File: src/rtl/fruit_drop_engine.sv
// fruit_drop_engine: game-object engine for the farmer-catch game.
// Owns the farmer lane, four falling objects (bug, green, orange, yellow),
// staggered spawning from an LFSR, collision against the farmer and both
// saturating score counters. Every output comes straight from a register.
//
// Ports:
//   clk        system clock
//   rst        synchronous active-high reset
//   clear      one-cycle pulse, same effect as rst
//   game_en    1 = game running, 0 = freeze all state
//   game_tick  one-cycle pulse, advances object motion
//   key_left   one-cycle pulse, farmer one lane left
//   key_right  one-cycle pulse, farmer one lane right
//   farmer_x   farmer lane
//   obj_x      object lanes {yellow,orange,green,bug}, 3 b each
//   obj_y      object top rows {yellow,orange,green,bug}, 10 b each
//   obj_active per-object visible flag, same order
//   score_pos  accumulated positive score
//   score_neg  accumulated penalty
//   catch_evt  one-cycle pulse per object caught
module fruit_drop_engine #(
  parameter int unsigned LANES     = 8,
  parameter int unsigned TILE      = 80,
  parameter int unsigned SCREEN_H  = 480,
  parameter int unsigned FARMER_Y  = 400,
  parameter int unsigned STEP      = 4,
  parameter int unsigned RESPAWN   = 20,
  parameter int unsigned SCORE_MAX = 63
) (
  input  logic        clk,
  input  logic        rst,
  input  logic        clear,
  input  logic        game_en,
  input  logic        game_tick,
  input  logic        key_left,
  input  logic        key_right,
  output logic [2:0]  farmer_x,
  output logic [11:0] obj_x,
  output logic [39:0] obj_y,
  output logic [3:0]  obj_active,
  output logic [5:0]  score_pos,
  output logic [5:0]  score_neg,
  output logic [3:0]  catch_evt
);

  // Counters must hold both RESPAWN and the largest staggered reset value (13).
  localparam int unsigned CntMax = (RESPAWN > 13) ? RESPAWN : 13;
  localparam int unsigned CW     = $clog2(CntMax + 1);

  logic [2:0]           farmer_q, farmer_d;
  logic [3:0][2:0]      x_q, x_d;
  logic [3:0][9:0]      y_q, y_d;
  logic [3:0]           act_q, act_d;
  logic [3:0][CW-1:0]   cnt_q, cnt_d;
  logic [5:0]           pos_q, pos_d;
  logic [5:0]           neg_q, neg_d;
  logic [3:0]           evt_q, evt_d;
  logic [15:0]          lfsr_q, lfsr_d;

  logic [2:0]           spawn_x;
  logic                 spawn_taken;
  logic [3:0]           add_pos, add_neg;
  logic [10:0]          ny;
  logic [CW-1:0]        cnt_dec;
  logic [6:0]           pos_sum, neg_sum;

  assign spawn_x = 3'(32'(lfsr_q[2:0]) % LANES);

  always_comb begin
    farmer_d    = farmer_q;
    x_d         = x_q;
    y_d         = y_q;
    act_d       = act_q;
    cnt_d       = cnt_q;
    pos_d       = pos_q;
    neg_d       = neg_q;
    evt_d       = '0;
    lfsr_d      = lfsr_q;
    spawn_taken = 1'b0;
    add_pos     = '0;
    add_neg     = '0;
    ny          = '0;
    cnt_dec     = '0;
    pos_sum     = '0;
    neg_sum     = '0;

    if (game_en) begin
      if (key_left && !key_right && farmer_q != 3'd0) begin
        farmer_d = farmer_q - 3'd1;
      end else if (key_right && !key_left && 32'(farmer_q) < LANES - 1) begin
        farmer_d = farmer_q + 3'd1;
      end

      if (game_tick) begin
        lfsr_d = {1'b0, lfsr_q[15:1]} ^ (lfsr_q[0] ? 16'hB400 : 16'h0000);

        // Collision uses farmer_q so a same-cycle key press does not affect it.
        for (int i = 0; i < 4; i++) begin
          if (!act_q[i]) begin
            cnt_dec  = (cnt_q[i] == '0) ? '0 : cnt_q[i] - CW'(1);
            cnt_d[i] = cnt_dec;
            // Lowest index wins; a blocked object waits with its counter at 0.
            if (cnt_dec == '0 && !spawn_taken) begin
              spawn_taken = 1'b1;
              act_d[i]    = 1'b1;
              y_d[i]      = '0;
              x_d[i]      = spawn_x;
            end
          end else begin
            ny = 11'(y_q[i]) + ((i == 3) ? 11'(2 * STEP) : 11'(STEP));
            if (ny >= 11'(FARMER_Y - TILE) && x_q[i] == farmer_q) begin
              act_d[i] = 1'b0;
              evt_d[i] = 1'b1;
              cnt_d[i] = CW'(RESPAWN);
              if (i == 0) add_neg = add_neg + 4'd3;
              else        add_pos = add_pos + 4'(i);
            end else if (ny >= 11'(SCREEN_H)) begin
              act_d[i] = 1'b0;
              cnt_d[i] = CW'(RESPAWN);
              if (i != 0) add_neg = add_neg + 4'd1;
            end else begin
              y_d[i] = ny[9:0];
            end
          end
        end

        pos_sum = 7'(pos_q) + 7'(add_pos);
        neg_sum = 7'(neg_q) + 7'(add_neg);
        pos_d   = (pos_sum > 7'(SCORE_MAX)) ? 6'(SCORE_MAX) : pos_sum[5:0];
        neg_d   = (neg_sum > 7'(SCORE_MAX)) ? 6'(SCORE_MAX) : neg_sum[5:0];
      end
    end
  end

  always_ff @(posedge clk) begin
    if (rst || clear) begin
      farmer_q <= 3'd3;
      act_q    <= '0;
      evt_q    <= '0;
      pos_q    <= '0;
      neg_q    <= '0;
      lfsr_q   <= 16'hACE1;
      for (int i = 0; i < 4; i++) begin
        x_q[i]   <= 3'(2 * i);
        y_q[i]   <= '0;
        cnt_q[i] <= CW'(4 * i + 1);
      end
    end else begin
      farmer_q <= farmer_d;
      x_q      <= x_d;
      y_q      <= y_d;
      act_q    <= act_d;
      cnt_q    <= cnt_d;
      pos_q    <= pos_d;
      neg_q    <= neg_d;
      evt_q    <= evt_d;
      lfsr_q   <= lfsr_d;
    end
  end

  assign farmer_x   = farmer_q;
  assign obj_x      = x_q;
  assign obj_y      = y_q;
  assign obj_active = act_q;
  assign score_pos  = pos_q;
  assign score_neg  = neg_q;
  assign catch_evt  = evt_q;

endmodule

File: config.mk
export PLATFORM = sky130hd
export DESIGN_NAME = fruit_drop_engine
export DESIGN_NICKNAME = d
export VERILOG_FILES = /design/src/rtl/fruit_drop_engine.sv
export SDC_FILE = /design/constraint.sdc
export NUM_CORES = 1
export LEC_CHECK = 0
export ABC_AREA = 1
export CELL_PAD_IN_SITES_DETAIL_PLACEMENT = 0
export CELL_PAD_IN_SITES_GLOBAL_PLACEMENT = 2
export CORE_MARGIN = 3
export CORE_UTILIZATION = 28
export DETAILED_ROUTE_END_ITERATION = 16
export GPL_TIMING_DRIVEN = 0
export PLACE_DENSITY = 0.82
export SLEW_MARGIN = 20
export SYNTH_ARGS = -nofsm -noshare
export SYNTH_HDL_FRONTEND = slang
export SYNTH_SLANG_ARGS = --single-unit
File: constraint.sdc
create_clock -name clk -period 4 [get_ports clk]
set_input_delay 0.4 -clock clk [delete_from_list [all_inputs] [get_ports clk]]
set_output_delay 0.4 -clock clk [all_outputs]
set_load 0.02 [all_outputs]
### Word level (Yosys, flattened, before mapping)

Cells that the tools add are included.

| storage, ports and cells | value |
|---|---|
| flip-flop bits (word level) | 111 |
| logic and storage cells | 223 |

| cells by class | value |
|---|---|
| $add $sub $neg | 18 |
| $lt $le $gt $ge | 11 |
| equal/unequal tests | 16 |
| multiplexer cells | 101 |
| bitwise gates (word level) | 7 |
| reductions and logical operators | 49 |

Operators by type and width:

| kind | count |
|---|---|
| two-way mux 10 bit | 16 |
| two-way mux 4 bit | 31 |
| greater-or-equal comparator 11 x 9 -> 1 bit, second input constant | 8 |
| two-way mux 5 bit | 16 |
| logical NOT 5 bit | 8 |
| adder 10 x 3 -> 11 bit, second input constant | 3 |
| two-way mux 1 bit | 31 |
| AND reduction 5 bit | 4 |
| subtractor 5 x 1 -> 5 bit, second input constant | 4 |
| adder 4 x 1 -> 4 bit, second input constant | 4 |
| two-way mux 16 bit | 1 |
| inequality test 2 bit, second input constant | 8 |
| AND reduction 4 bit | 4 |
| OR reduction 4 bit | 4 |
| XOR 15 x 16 -> 16 bit | 1 |
| adder 6 x 4 -> 7 bit | 2 |
| > comparator 7 x 6 -> 1 bit, second input constant | 2 |
| equality test 3 bit | 4 |
| two-way mux 6 bit | 2 |
| inequality test 3 x 1 -> 1 bit, second input constant | 4 |
| AND reduction 3 bit | 4 |
| adder 10 x 4 -> 11 bit, second input constant | 1 |
| logical AND 1 bit | 11 |
| nonzero test 2 bit | 5 |
| other kinds (11) | 24 |

### Longest topological paths before layout

| logic depth | value |
|---|---|
| depth in word-level cells | 28 |
| depth in mapped cells | 33 |

### Worst setup path before layout

OpenSTA, ideal clock, no wires.

| timing path | value |
|---|---|
| path kind | register to register |
| start | register y_q, in the netlist obj_y[3] |
| end | register neg_q[4], in the netlist score_neg[4] |
| library setup time | 0.116 ns |
| data arrival time | 3.957 ns |
| setup slack | -0.074 ns |
| cell stages (with the launch flop) | 30 |
| clock period less this slack | 4.074 ns |
| cell sequence | dfxtp_1 > ha_1 > nand2_1 > inv_1 > nand2_1 > nand2_1 > nand3_1 > nand2_1 > nand2_2 > nand2_4 > nor2_4 > ha_1 > inv_1 > nand3_1 > nand2_2 > ha_1 > or2_0 > nand2_1 > inv_1 > ha_1 > nand2_1 > o21ai_0 > fa_1 > a31oi_1 > or2_2 > nor2_1 > inv_1 > nand2_1 > o211ai_1 > inv_1 |

| on the way | value |
|---|---|
| cells in the longest elaborated chain, start to end | 28 |

RTL lines:

| what | RTL line | RTL |
|---|---|---|
| start: declaration | 52 | `logic [3:0][9:0] y_q, y_d;` |
| start signal: assignment | 151 | `y_q <= y_d;` |
| adder 10 x 3 -> 11 bit (*) | 110 | `ny = 11'(y_q[i]) + ((i == 3) ? 11'(2 * STEP) : 11'(STEP));` |
| greater-or-equal comparator 11 x 9 -> 1 bit (*) | 111 | `if (ny >= 11'(FARMER_Y - TILE) && x_q[i] == farmer_q) begin` |
| logical AND 1 bit (*) | 111 |  |
| two-way mux 2 bit (*) | 111 |  |
| two-way mux 2 bit (*) | 99 | `if (!act_q[i]) begin` |
| two-way mux 4 bit (*) | 94 | `if (game_tick) begin` |
| two-way mux 4 bit (*) | 87 | `if (game_en) begin` |
| adder 4 x 1 -> 4 bit | 120 | `if (i != 0) add_neg = add_neg + 4'd1;` |
| [... 12 more ...] | -- |  |
| two-way mux 4 bit | 117 | `end else if (ny >= 11'(SCREEN_H)) begin` |
| two-way mux 4 bit | 111 |  |
| two-way mux 4 bit (*) | 99 |  |
| two-way mux 4 bit (*) | 94 |  |
| two-way mux 4 bit (*) | 87 |  |
| adder 6 x 4 -> 7 bit (*) | 128 | `neg_sum = 7'(neg_q) + 7'(add_neg);` |
| > comparator 7 x 6 -> 1 bit | 130 | `neg_d = (neg_sum > 7'(SCORE_MAX)) ? 6'(SCORE_MAX) : neg_sum[5:0];` |
| two-way mux 6 bit (*) | 130 |  |
| end signal: assignment | 155 | `neg_q <= neg_d;` |
| end: declaration | 56 | `logic [5:0] neg_q, neg_d;` |

Every way passes the cells marked *; elsewhere a longest branch is shown, timed or not. The select of a mux whose other input is x is not followed.
A chain may end at the register's enable or synchronous reset.

### Worst setup path after layout

| timing path | value |
|---|---|
| start | register y_q, in the netlist obj_y[3] |
| end | register neg_q[5], in the netlist score_neg[5] |

The elaborated chain is that of the path after synthesis.

==> results.yml <==
pwr:
  p_total_mw: 2.21
  power.leakage_nw: 3.26
  power_density_mw_per_mm2: 291
  ir_drop_mv: 0.205
sta:
  worst_pin_slew_ps: 889
  timing.fmax_mhz: 262
  hold_viol: 0
  fin_skew_ps: 9.11
  rsz0062_at_grt: "yes"
  period_share: 0.955
  worst_slack_ps: 181
  relSlewSlack: 0.407
  period_minus_slack_ps: 3820
  drv_slew: 0
  setup_viol_count_final: 0
  fin_hold_ws_ps: 468
grt:
  grt_usage: 0.158
  grt_pass1_wl_um: 28300
  overflow: 0
  grt_pass1_vias: 5381
  antenna_found_initial: 0
  grt_max_degree: 19
synth:
  synthArstFlopShare: 0
  seq_area_frac_synth: 0.350
  synth_seq_cells: 102
  mappedNetlistArea_mm2: 0.00584
  yosysUniqueCellTypes: 48
  syn_avg_cell_area_um2: 6.93
  synth_edf_count: 0
  synth_flop_cell: "dfxtp_1"
  postSynthCellCount: 843
  yosysWarnings: 0
clock_network:
  cts.clk_slew.worst_paths_ps: 80
  tritoncts: "yes"
  cts_buffers: 9
  insertion_delay_ps: 360
  cts_root_buf: "clkbuf_16"
  cts_buffer_depth: 2
  cts_htree_levels: 3
  cts.sinks: 102
  ctsHoldBuffers: 0
floorplanning:
  core-area_mm2: 0.0204
  io-pin-count: 82
  rows: 52
  die_area_mm2: 0.0226
  fp.dieW_um: 150
  initial_core_util: 0.287
  die_h_um: 150
setup_path:
  reg2regPathDepth: 29
  critPathMaxFanout: 3
  end_kind: "flip-flop"
  crit_start: "obj_y[3]$_SDFFE_PP0P_"
  cp-start-kind: "flip-flop"
  cpPeakStageDelay_ps: 370
  r2r_start: "obj_y[3]$_SDFFE_PP0P_"
  r2r_slack_ps: 180
  crit_end: "score_neg[5]$_SDFFE_PP0P_"
  crit_type: "flip-flop to flip-flop"
  cp.required_ps: 4310
  crit_arrival_ps: 4130
  slowest_stage: "dfxtp_4"
  worst_path_most_repeated_cell: "nand2_2"
  r2r_end: "score_neg[5]$_SDFFE_PP0P_"
placement:
  portBuffers: 72
  hpwl_um: 12400
  dp_cells: 1193
  place_ws_ps: -359
  gp_congestion: 0.826
routing:
  avgRoutedWirePerCell_um: 14.0
  via_count: 5599
  first_pass_iters: 5
  ant_nets: 0
  first_iter_violations: 336
  drt_wl_total_um: 17200
  drc: 0
  viasPerCell: 4.57
finish:
  nets: 983
  mostFrequentLayoutCells: "159 x nand2_1, 96 x nor2_1, 89 x dfxtp_1, 87 x inv_1, 72 x clkdlybuf4s50_1"
  fin_util: 0.373
  drive_above_1_share: 0.166
  final_cells: 1225
  diodes: 0
  synthToLayoutAreaGrowth_pct: 29.9
  fill_cells: 2172
  final_common_cell: "nand2_1"
run_status:
  outcome: "finished clean"
min_path:
  min_path_type: "flip-flop to flip-flop"
job:
  maxCapViolations: 0
sequential cells by signal, summed over array words and instances, names as in the netlist:
register / cells
score_pos: 6
obj_y: 31
score_neg: 6
cnt_q: 20
farmer_x: 3
lfsr_q: 16
catch_evt: 4
obj_active: 4
obj_x: 12
critical path, delay by kind of cell, from the launching register on:
kind                       cells  cell delay [ps]
buffers and inverters          4              310
AOI/OAI and AO/OA              4              560
adders and majority gates      5             1030
DFF                            1              370
xor gates and xnor gates       1              140
and+or+nand+nor               15             1350
through the flow:
step	cell area [µm²]	TNS, ps
floorplan	5870	0
global placement	6930	-1860
detailed placement	6930	-1760
CTS	7370	0
global route	7590	-376
finish	7590	0
layer usage:
layer | routed length, µm | vias up | global-route usage
met1 | 8270 | 2551 | 0.211
met5 | 0 | - | 0
met3 | 607 | 12 | 0.0337
met2 | 8150 | 86 | 0.265
met4 | 172 | 0 | 0.0311
li1 | - | 2950 | -
layout make-up:
cell class                      instances  area (µm²)  area share
Clock buffer                           10         239      0.0315
Inverter                              109         409      0.0539
Buffer                                 33         186      0.0246
Multi-Input combinational cell        607        3420       0.451
Tap cell                              270         338      0.0445
Timing Repair Buffer                   88         852       0.112
Sequential cell                       102        2070       0.273
Clock inverter                          6        73.8     0.00973
timing repair:
item	CTS	global route
endpoints found under the hold margin	0	0
pin swaps	14	26
buffers inserted	9	7
gates resized for setup	17	47
endpoints found under the setup margin	6	8
cell usage after synthesis (all sizes together) (2+ instances only):
master / instances / area (µm²)
fa: 3 / 60.1
a211oi: 5 / 37.5
o21ai: 69 / 360
a21oi: 47 / 246
or2: 9 / 56.3
nand2: 190 / 781
dfxtp: 102 / 2040
inv: 106 / 398
buf: 21 / 141
o22ai: 3 / 18.8
o221ai: 2 / 17.5
nor3: 12 / 70.1
xnor2: 5 / 43.8
o21bai: 2 / 15.0
ha: 23 / 288
clkinv: 3 / 11.3
xor2: 12 / 105
nand3: 63 / 335
nor2: 109 / 447
o31ai: 5 / 42.5
o211ai: 12 / 90.1
a31oi: 5 / 31.3
a221oi: 2 / 17.5
nand4: 16 / 100
clkbuf: 12 / 45.0
kinds of logic after synthesis:
kind of cell | count (synthesis) | share of synthesized area
and+or+nand+nor | 400 | 0.308
AOI/OAI and AO/OA | 155 | 0.154
buffers and inverters | 142 | 0.102
DFF | 102 | 0.350
adders and majority gates | 26 | 0.0596
xor gates and xnor gates | 17 | 0.0255
other | 1 | 0.000642
worst min-delay path by stage:
stage | start | end | slack, ps | depth (start not counted)
floorplan | lfsr_q[12]$_SDFFE_PP0P_ | lfsr_q[11]$_SDFFE_PP1P_ | 420 | 2
global placement | lfsr_q[15]$_SDFFE_PP1P_ | lfsr_q[15]$_SDFFE_PP1P_ | 450 | 2
detailed placement | lfsr_q[12]$_SDFFE_PP0P_ | lfsr_q[11]$_SDFFE_PP1P_ | 440 | 2
CTS | cnt_q[6]$_SDFFE_PP0P_ | cnt_q[6]$_SDFFE_PP0P_ | 470 | 2
global route | lfsr_q[12]$_SDFFE_PP0P_ | lfsr_q[11]$_SDFFE_PP1P_ | 490 | 2
finish | cnt_q[6]$_SDFFE_PP0P_ | cnt_q[6]$_SDFFE_PP0P_ | 470 | 2
report_power, final:
part | total (mW) | internal (mW) | switching (mW)
Combinational | 0.213 | 0.0734 | 0.140
Sequential | 1.05 | 1.03 | 0.0181
Clock | 0.948 | 0.513 | 0.434
Note: power is estimated with default switching activity, not from simulation.
